`src/rtl/fft8_frame_ctrl.sv`:
```
// Frame controller for the 8-point butterfly datapath: loads 8 samples, waits out the
// datapath latency, captures the results into a local buffer and streams them out.
module fft8_frame_ctrl #(
    parameter int N_PTS    = 8,
    parameter int DATA_W   = 50,
    parameter int PIPE_LAT = 3
) (
    input  logic              clk_i,
    input  logic              rst_i,
    input  logic [DATA_W-1:0] in_tdata_i,
    input  logic              in_tvalid_i,
    input  logic              in_tlast_i,
    output logic              in_tready_o,
    output logic [DATA_W-1:0] bf_signal_o,
    output logic [2:0]        bf_num_o,
    output logic              bf_flag_o,
    output logic              bf_we_o,
    output logic [2:0]        bf_rd_idx_o,
    input  logic [DATA_W-1:0] bf_result_i,
    output logic [DATA_W-1:0] out_tdata_o,
    output logic [2:0]        out_tidx_o,
    output logic              out_tvalid_o,
    output logic              out_tlast_o,
    input  logic              out_tready_i,
    output logic              frame_err_o,
    output logic              busy_o,
    output logic [1:0]        fsm_state_o
);

    localparam int          IDX_W    = $clog2(N_PTS);
    localparam int          CNT_W    = $clog2(PIPE_LAT + 1);
    localparam logic [IDX_W-1:0] LAST_IDX = IDX_W'(N_PTS - 1);

    typedef enum logic [1:0] {
        S_IDLE    = 2'd0,
        S_LOAD    = 2'd1,
        S_WAIT    = 2'd2,
        S_CAPTURE = 2'd3
    } state_t;

    state_t             state_q, state_d;
    logic [IDX_W-1:0]   load_idx_q;
    logic [IDX_W-1:0]   rd_idx_q;
    logic [IDX_W-1:0]   out_idx_q;
    logic [CNT_W-1:0]   wait_cnt_q;
    logic               buf_full_q;
    logic [DATA_W-1:0]  res_buf [N_PTS];
    logic               accept;
    logic               out_hs;

    // Both streams: a beat transfers on a cycle where valid && ready; a source holds
    // its payload stable while valid is high and ready is low.
    assign accept = in_tvalid_i && in_tready_o;
    assign out_hs = out_tvalid_o && out_tready_i;

    always_ff @(posedge clk_i or negedge rst_i) begin
        if (!rst_i) begin
            state_q <= S_IDLE;
        end else begin
            state_q <= state_d;
        end
    end

    always_comb begin
        state_d     = state_q;
        in_tready_o = 1'b0;
        case (state_q)
            S_IDLE: begin
                in_tready_o = 1'b1;
                if (accept) state_d = S_LOAD;
            end
            S_LOAD: begin
                in_tready_o = 1'b1;
                if (accept && load_idx_q == LAST_IDX) state_d = S_WAIT;
            end
            S_WAIT: begin
                // A held result buffer stalls capture; the datapath keeps its state meanwhile.
                if (wait_cnt_q == '0 && !buf_full_q) state_d = S_CAPTURE;
            end
            S_CAPTURE: begin
                if (rd_idx_q == LAST_IDX) state_d = S_IDLE;
            end
            default: state_d = S_IDLE;
        endcase
    end

    always_ff @(posedge clk_i or negedge rst_i) begin
        if (!rst_i) begin
            load_idx_q  <= '0;
            wait_cnt_q  <= '0;
            rd_idx_q    <= '0;
            out_idx_q   <= '0;
            buf_full_q  <= 1'b0;
            bf_we_o     <= 1'b0;
            bf_signal_o <= '0;
            bf_num_o    <= '0;
            bf_flag_o   <= 1'b0;
            frame_err_o <= 1'b0;
        end else begin
            bf_we_o     <= accept;
            bf_flag_o   <= accept && (load_idx_q == LAST_IDX);
            frame_err_o <= accept && (in_tlast_i != (load_idx_q == LAST_IDX));
            if (accept) begin
                bf_signal_o <= in_tdata_i;
                bf_num_o    <= load_idx_q;
                load_idx_q  <= load_idx_q + 1'b1;
            end
            // The count starts in the cycle that carries the slot-7 write.
            if (state_q == S_LOAD && state_d == S_WAIT) begin
                wait_cnt_q <= CNT_W'(PIPE_LAT);
            end else if (state_q == S_WAIT && wait_cnt_q != '0) begin
                wait_cnt_q <= wait_cnt_q - 1'b1;
            end
            if (state_q == S_CAPTURE) begin
                rd_idx_q <= rd_idx_q + 1'b1;
            end
            if (out_hs) begin
                out_idx_q <= out_idx_q + 1'b1;
            end
            if (state_q == S_CAPTURE && rd_idx_q == LAST_IDX) begin
                buf_full_q <= 1'b1;
            end else if (out_hs && out_idx_q == LAST_IDX) begin
                buf_full_q <= 1'b0;
            end
        end
    end

    always_ff @(posedge clk_i) begin
        if (state_q == S_CAPTURE) begin
            res_buf[rd_idx_q] <= bf_result_i;
        end
    end

    assign bf_rd_idx_o  = rd_idx_q;
    assign out_tvalid_o = buf_full_q;
    assign out_tdata_o  = buf_full_q ? res_buf[out_idx_q] : '0;
    assign out_tidx_o   = out_idx_q;
    assign out_tlast_o  = buf_full_q && (out_idx_q == LAST_IDX);
    assign busy_o       = (state_q != S_IDLE) || buf_full_q;
    assign fsm_state_o  = state_q;

endmodule
```
`config.mk`:
```
export PLATFORM = sky130hd
export DESIGN_NAME = fft8_frame_ctrl
export DESIGN_NICKNAME = d
export VERILOG_FILES = /design/src/rtl/fft8_frame_ctrl.sv
export SDC_FILE = /design/constraint.sdc
export NUM_CORES = 1
export LEC_CHECK = 0
export CORE_MARGIN = 3
export CORE_UTILIZATION = 35
export DETAILED_ROUTE_END_ITERATION = 12
export GPL_TIMING_DRIVEN = 0
export PLACE_DENSITY = 0.64
export SLEW_MARGIN = 25
export SYNTH_ARGS = -nofsm -noshare
export SYNTH_HDL_FRONTEND = slang
export SYNTH_SLANG_ARGS = --single-unit
```
`constraint.sdc`:
```
create_clock -name clk_i -period 6.8 [get_ports clk_i]
set_input_delay 0.68 -clock clk_i [delete_from_list [all_inputs] [get_ports clk_i]]
set_output_delay 0.68 -clock clk_i [all_outputs]
set_load 0.02 [all_outputs]
```
; ---- Yosys cells after proc, flatten, opt, wreduce, memory -nomap -nowiden
; Memories as Yosys holds them, arrays and structs flattened.
; Index checks and enable logic that the tools add are counted.
[op_classes]
add_sub_neg = 4
n_eq_ne = 8
n_mux = 13
reduce_logical = 19
[ops]
columns = cell, count
row1 = 50-bit two-way mux, 1
row2 = 2-bit two-way mux, 6
row3 = 1-bit logical AND, 10
row4 = "3-bit by 1-bit adder with 3-bit output, second input constant", 3
row5 = "3-bit == test, second input constant", 3
row6 = 2-bit case mux with 4 select lines, 1
row7 = 2-bit nonzero test, 4
row8 = "2-bit == test, second input constant", 3
row9 = 1-bit two-way mux, 5
row10 = 2-bit logical NOT, 2
row11 = "2-bit by 1-bit == test with 1-bit output, second input constant", 1
row12 = 2-bit OR reduction, 1
row13 = "2-bit by 1-bit subtractor with 2-bit output, second input constant", 1
row14 = 1-bit logical NOT, 1
row15 = 1-bit logical OR, 1
row16 = 1-bit != test, 1
[word_totals]
regBits = 70
ram_bits = 400
input_bits = 105
out_inout_bits = 118
wordCells = 56
n_memories = 1
[memory_table]
columns = memory, depth, width, rd, rd_ports_with_merged_regs, write_ports, line
row1 = res_buf, 8, 50, 1, 0, 1, 47  ; logic [DATA_W-1:0] res_buf [N_PTS];

; ---- Longest topological paths before layout
; Gate-level depths: netlist of run 1.
[logic_depth]
ltp_word = 10
ltp_mapped = 6
ltp_nobuf = 5

; ---- Least setup slack after synthesis of run 1
; OpenSTA, ideal clock, no wires.
[synth_path]
kind = flip-flop to flip-flop
from = register state_q[1] (netlist: fsm_state_o[1])
to = memory res_buf[0][0] (enable)
setup_ns = 0.519
arrival_ns = 4.477
t_required_ns = 6.281
setup_slack_ns = 1.804
path_stages_with_launch = 5
n_path_buf = 1
synth_period_minus_slack_ns = 4.996
path_cell_list = dfrtp_1 > buf_2 > nand2_1 > or2_1 > nor3_1
[synth_between]
elab_chain_len = 3
[synth_lines]
columns = element, line
row1 = from (decl), 41  ; state_t state_q, state_d;
row2 = from (signal assigned), 60  ; state_q <= state_d;
row3 = 2-bit == test, 129  ; if (state_q == S_CAPTURE) begin
row4 = 1-bit two-way mux, 129
row5 = 1-bit two-way mux (not written as such), 130  ; res_buf[rd_idx_q] <= bf_result_i;
row6 = to (decl), 47
; Every way passes these cells.

; ---- Worst setup path in the final report of run 1
[layout_path]
from = register out_idx_q[2] (netlist: out_tidx_o[2])
to = output port out_tdata_o[39]
[layout_between]
elab_chain_len = 2
[layout_lines]
columns = element, line
row1 = from (decl), 44  ; logic [IDX_W-1:0] out_idx_q;
row2 = from (signal assigned), 118  ; out_idx_q <= out_idx_q + 1'b1;
row3 = memory 8 x 50 bit, --
row4 = 50-bit two-way mux, 136  ; assign out_tdata_o = buf_full_q ? res_buf[out_idx_q] : '0;
row5 = to (decl), 20  ; output logic [DATA_W-1:0] out_tdata_o,
; Every way passes these cells.

==> summary.txt, run 1 <==
Mapped Area -> 0.0180 mm2
Vias -> 8984
Yosys synthesis warning count -> 0
DRT iter0 DRCs -> 588
Max incr delay on CP -> 0.56 ns
RSZ-0062 raised after global routing -> no
DP HPWL -> 27600 um
IO Pins -> 223
Relative slew slack -> 0.499
CTS buffer count -> 48
Buf/Inv on CP -> 3
Slew Viols, Final -> 0
Initial Utilization -> 0.356
CTS tree -> yes
Most common cell after layout, fill and taps aside -> edfxtp_1
Leakage -> 7.86 nW
All-layer global routing usage -> 0.152
# Max-Cap Violations -> 0
Avg WL per Cell -> 22.2 um
Finished Layout Cells -> 1840
Die height -> 233 um
Commonest cells after routing, fill and taps aside -> edfxtp_1 (400), clkdlybuf4s50_1 (221), mux4_2 (100)
Total grt overflow -> 0
Syn nets -> 935
Vias in the first global route -> 9525
Rows -> 82
Compound-Gate Fraction of Synth Area -> 0.00334
Layout cell share with drive strength beyond 1 -> 0.207
Clock buffer depth -> 3
WP depth -> 6
Hold Buf Count CTS -> 0
Drc violations -> 0
Peak Freq -> 259 MHz
Pwr/cell area -> 441 mW/mm2
Critical-path cell list -> clkbuf_1 -> buf_2 -> mux4_2 -> mux2i_1 -> nor2_1 -> clkdlybuf4s50_1
Chip width -> 233 um
PostCTS Resize Cnt -> 0
Min cycle time layout -> 3.86 ns
First-pass GRT wire length -> 61000 um
Post-CTS setup buffer count -> 0
Sequential cell area fraction in the yosys report -> 0.766
Mux share of post-synthesis cell area -> 0.190
Critical path type -> flop to output pin
WL final -> 40800 um
Worst Skew -> 0.0236 ns
Clk root buf -> clkbuf_16
Initial antenna violation count -> 5
CTS H-tree depth -> 2
Final hold vios -> 0
Clk_lat worst skew -> 0.58 ns
Synth cell types -> 32
Yosys reg bits -> 470
Final net count -> 1242
GPL Wtd Cong -> 0.697
Main combinational cell family by area after synthesis -> multiplexers
Adder-cell share of the synthesized area -> 0.00487
Vias per inst -> 4.88
Area Growth Syn to Fin -> 28.7%
Tightest Pin Transition -> 0.751 ns
Critical Path RT -> 6.12 ns
Hold WC Path Type -> primary input to async pin
CTS sink cnt -> 470
CORE AREA -> 0.0505 mm2
Drt pass-1 iters -> 5
Antenna Violating Nets Remaining -> 0
VDD IR max -> 0.000194 V
Largest delay share family, worst path -> buffers and inverters
Final Setup Violations -> 0
Slowest CP cell -> clkdlybuf4s50_1
Largest net degree at the start of global routing -> 39
Signal arrival time at the worst endpoint -> 3.18 ns
Crit path capture type -> output pin
Outcome -> finished, final reports clean
Period utilization -> 0.567
Hold slack -> 0.0937 ns
Mean area per synthesized cell -> 21.8 um2
Die Area -> 0.0541 mm2
Dpl cells -> 1752
R2R cell count -> 7
Gate Count Post-Synth -> 823
Final Power -> 10.2 mW
Port bufs -> 222
Post-Synth Simple-Gate Area -> 0.0180
Clock transition at path regs -> 0.06 ns
Crit-path max FO -> 10
Critical Path Source Type -> flop
Synth Area in XOR/XNOR -> 0.00195
==> final cells by class <==
cell class	count	area, um2
Tap cell	672	841
Multi-Input combinational cell	306	3980
Sequential cell	470	13800
Inverter	4	15.0
Antenna cell	1	2.50
Timing Repair Buffer	257	2810
Clock buffer	65	1260
Buffer	43	267
Fill cell	4323	27400
Clock inverter	22	174
==> where the power goes <==
part	switching, mW	leakage, nW	internal, mW	total [mW]
Combinational	2.03	2.73	1.84	3.87
Sequential	0.192	4.44	3.70	3.89
Clock	1.05	0.698	1.38	2.43
Total	3.27	7.86	6.92	10.2
==> path summary, 6_finish.rpt <==
| kind | start | endpoint | slack, ns |
|---|---|---|---|
| max in group asynchronous | rst_i | bf_signal_o[2] | 6.14 |
| min reg2reg | bf_signal_o[4] | bf_signal_o[4] | 0.48 |
| min | rst_i | bf_signal_o[41] | 0.09 |
| max | out_tidx_o[2] | out_tdata_o[39] | 2.94 |
| min in group clk_i | bf_signal_o[4] | bf_signal_o[4] | 0.48 |
| max reg2reg | fsm_state_o[0] | res_buf[1][29] | 4.01 |
==> worst register-to-register path: stages (launching register included) <==
cell,delay (ns)
dfrtp_1,0.39
clkbuf_1,0.33
nand3_1,0.39
nor3_2,0.60
buf_4,0.29
buf_6,0.16
buf_4,0.20
buf_6,0.16
==> synth_stat cells (all sizes together) <==
cell type / number / share of area
a21o: 1 / 0.00042
a21oi: 1 / 0.00028
a22o: 1 / 0.00049
a311oi: 1 / 0.00049
a32o: 1 / 0.00056
and2: 2 / 0.00070
and3b: 1 / 0.00049
buf: 32 / 0.013
clkbuf: 11 / 0.0023
dfrtp: 70 / 0.097
edfxtp: 400 / 0.67
ha: 7 / 0.0049
inv: 4 / 0.00084
mux2: 59 / 0.037
mux2i: 50 / 0.028
mux4: 100 / 0.13
nand2: 8 / 0.0017
nand2b: 2 / 0.00070
nand3: 1 / 0.00028
nor2: 57 / 0.012
nor2b: 2 / 0.00070
nor3: 3 / 0.00084
o21ai: 2 / 0.00056
o32a: 1 / 0.00056
or2: 1 / 0.00035
or3: 1 / 0.00035
xnor2: 2 / 0.00098
xor2: 2 / 0.00098
==> layer usage <==
metal  track usage  wire [um]
met5             0         67
met4        0.0406        718
met3        0.0377       2930
met2         0.254      19800
met1         0.200      17300
==> flip-flops by register name, summed over array words and instances (netlist names) <==
register / flops
bf_flag_o: 1
bf_num_o: 3
bf_rd_idx_o: 3
bf_signal_o: 50
bf_we_o: 1
frame_err_o: 1
fsm_state_o: 2
load_idx_q: 3
out_tidx_o: 3
out_tvalid_o: 1
res_buf: 400
wait_cnt_q: 2
==> cells by family after synthesis <==
| logic type | count (synthesis) |
|---|---|
| AOI/OAI and AO/OA | 8 |
| xor gates and xnor gates | 4 |
| adders and majority gates | 7 |
| buffers and inverters | 47 |
| DFF | 470 |
| muxes | 209 |
| and+or+nand+nor | 78 |
==> stage by stage <==
step | TNS [ns] | setup WS (ns) | area (um2) | utilization
floorplan | 0 | 1.80 | 18000 | -
global placement | -203.33 | -2.14 | 21000 | 0.417
detailed placement | 0 | 3.50 | 21700 | 0.429
CTS | 0 | 2.83 | 23100 | 0.458
global route | 0 | 2.81 | 23100 | 0.458
finish | 0 | 2.94 | 23100 | 0.458
No activity file was read; power rests on OpenSTA's default activity.
==> inputs of run 2 (changes only) <==
- PLACE_DENSITY: 0.64 -> 0.66
- clock period: 6.8 -> 3.4 ns (I/O delays scaled with it)
==> run 2 against run 1 <==
Power is 100% higher. Global-route usage down 0.20 points. Final cell count is 0.27% lower. Via count shrank 0.31%. Highest routed layer unchanged. Worst setup slack worse by 2.8 ns. Routed wire length is 0.51% lower. Clock skew fell by 0.0097 ns.
==> summary.txt, run 2 (synthesized netlist as in run 1, its figures left out) <==
Post-CTS setup buffer count -> 0 (unchanged)
DRT iter0 DRCs -> 615 (+4.6%)
Port bufs -> 222 (unchanged)
Final Setup Violations -> 0 (unchanged)
Tightest Pin Transition -> 0.751 ns (+0.000204 ns)
Worst r2r src -> fsm_state_o[0]
Net Sw Frac -> 0.320 (-0.00141)
Hold WC Path Type -> primary input to async pin
Die height -> 233 um (unchanged)
CTS tree -> yes
Drt pass-1 iters -> 5 (unchanged)
Biggest register -> res_buf
Final net count -> 1236 (-0.48%)
Avg WL per Cell -> 22.1 um (-0.24%)
Pwr/cell area -> 880 mW/mm2 (+100%)
Relative slew slack -> 0.499 (about the same)
# Max-Cap Violations -> 0 (unchanged)
Vias per inst -> 4.88 (about the same)
VDD IR max -> 0.000412 V (+110%)
Antenna Violating Nets Remaining -> 0 (unchanged)
Clock buffer depth -> 3 (unchanged)
Min cycle time layout -> 3.21 ns
Psw -> 6.51 mW (+99%)
Peak Freq -> 311 MHz
Chip width -> 233 um (unchanged)
Layout cell share with drive strength beyond 1 -> 0.197 (-0.00944)
R2R cell count -> 6 (-1)
Critical Path Source Type -> flop
Clock network power share -> 0.239 (about the same)
Slew Viols, Final -> 0 (unchanged)
R2R Setup Slk -> 0.59 ns (-3.42 ns)
Signal arrival time at the worst endpoint -> 2.87 ns (-0.31 ns)
Hold slack -> 0.222 ns (+0.128 ns)
DP HPWL -> 26900 um (-2.6%)
Commonest cells after routing, fill and taps aside -> edfxtp_1 (400), clkdlybuf4s50_1 (220), mux4_2 (100)
Clock transition at path regs -> 0.06 ns (about the same)
Period utilization -> 0.945
Vias -> 8956 (-0.31%)
CTS sink cnt -> 470 (unchanged)
All-layer global routing usage -> 0.150 (-0.00200)
Drc violations -> 0 (unchanged)
Outcome -> finished, final reports clean
Share of total power in combinational logic -> 0.379 (about the same)
Area Growth Syn to Fin -> 28.8%
Leakage -> 7.86 nW (about the same)
Crit-path max FO -> 10 (unchanged)
Worst Skew -> 0.0139 ns (-0.00973 ns)
Worst flop-to-flop path endpoint -> res_buf[1][30]
Initial antenna violation count -> 2 (-3)
Clk_lat worst skew -> 0.58 ns (about the same)
Final Power -> 20.4 mW (+100%)
Rows -> 82 (unchanged)
CTS buffer count -> 48 (unchanged)
WL final -> 40600 um (-0.51%)
Total grt overflow -> 0 (unchanged)
Clk root buf -> clkbuf_16
Fillers -> 4306 (-0.39%)
Initial Utilization -> 0.356 (unchanged)
Die Area -> 0.0541 mm2 (unchanged)
Largest net degree at the start of global routing -> 46 (+18%)
First-pass GRT wire length -> 60100 um (-1.4%)
Most common cell after layout, fill and taps aside -> edfxtp_1
Sequential power share -> 0.382 (about the same)
Crit path capture type -> output pin
IO Pins -> 223 (unchanged)
Largest register FFs -> 400 (unchanged)
CORE AREA -> 0.0505 mm2 (unchanged)
Largest registers -> res_buf x400, bf_signal_o x50
CTS H-tree depth -> 2 (unchanged)
Final hold vios -> 0 (unchanged)
Internal Power -> 13.9 mW (+100%)
Critical path type -> flop to output pin
GPL Wtd Cong -> 0.691 (-0.80%)
Critical Path RT -> 3.06 ns (-3.06 ns)
Vias in the first global route -> 9627 (+1.1%)
run 2: power by group through the flow:
stage                     Clock, mW  Sequential, mW  Combinational (mW)
after detailed placement          0            7.91                7.90
after global placement            0            7.95                7.49
after floorplan                   0            8.31                4.01
final                          4.87            7.78                7.73
after global routing           5.26            7.89                8.30
after CTS                      5.03            7.79                7.94
run 2: layout make-up:
class | count | area (um2) | area share
flip-flops and latches | 470 | 13800 | 0.595
multi-input cells | 306 | 3990 | 0.172
repair buffers | 251 | 2810 | 0.121
clock buffers | 70 | 1280 | 0.0555
well taps | 672 | 841 | 0.0363
plain buffers | 43 | 278 | 0.0120
clock inverters | 18 | 160 | 0.00692
inverters | 4 | 15.0 | 0.000649
diodes | 1 | 2.50 | 0.000108
run 2: repair_timing:
| item | 4_1_cts | 5_1_grt |
|---|---|---|
| endpoints found under the setup margin | 50 | 5 |
| hold buffers | 1 | 0 |
| hold endpoints to repair | 52 | 0 |
| cloned | 0 | 0 |
| resized for setup | 2 | 4 |
run 2: metrics by stage:
step                      utilization  setup WS (ns)  setup TNS (ns)  cells  instance area (um2)
final                           0.459          0.186               0   1835                23100
after CTS                       0.458        0.00136               0   1834                23100
after global placement          0.417          -2.68         -780.90   1717                21000
after global routing            0.459       -0.00172        -0.00172   1835                23100
after floorplan                     -         -0.237          -39.23    823                18000
after detailed placement        0.429          0.340               0   1745                21700
run 2: worst max-delay path by stage:
| stage | start | to | slack, ns | cells past startpoint |
|---|---|---|---|---|
| after detailed placement | out_tidx_o[2] | out_tdata_o[43] | 0.34 | 6 |
| after global placement | fsm_state_o[1] | res_buf[4][38] | -2.68 | 4 |
| after CTS | out_tidx_o[2] | out_tdata_o[43] | 0.001 | 6 |
| after global routing | out_tidx_o[2] | out_tdata_o[43] | -0.002 | 6 |
| after floorplan | fsm_state_o[1] | res_buf[2][0] | -0.24 | 4 |
| final | out_tidx_o[2] | out_tdata_o[8] | 0.19 | 6 |
run 2: layer usage:
layer,routed length [um],GRT usage,vias to the layer above,part of all wire
met2,19900,0.256,288,0.49
li1,-,-,3957,-
met1,17300,0.194,4654,0.43
met4,729,0.0443,2,0.018
met3,2600,0.0326,55,0.064
met5,13,0,-,0.00032
run 2: critical path, stage by stage, from the launching register on:
cell and delay (ns):
dfrtp_1 0.40, clkbuf_2 0.31, buf_2 0.38, mux4_2 0.37, mux2i_1 0.20, nor2_1 0.08, clkdlybuf4s50_1 0.57
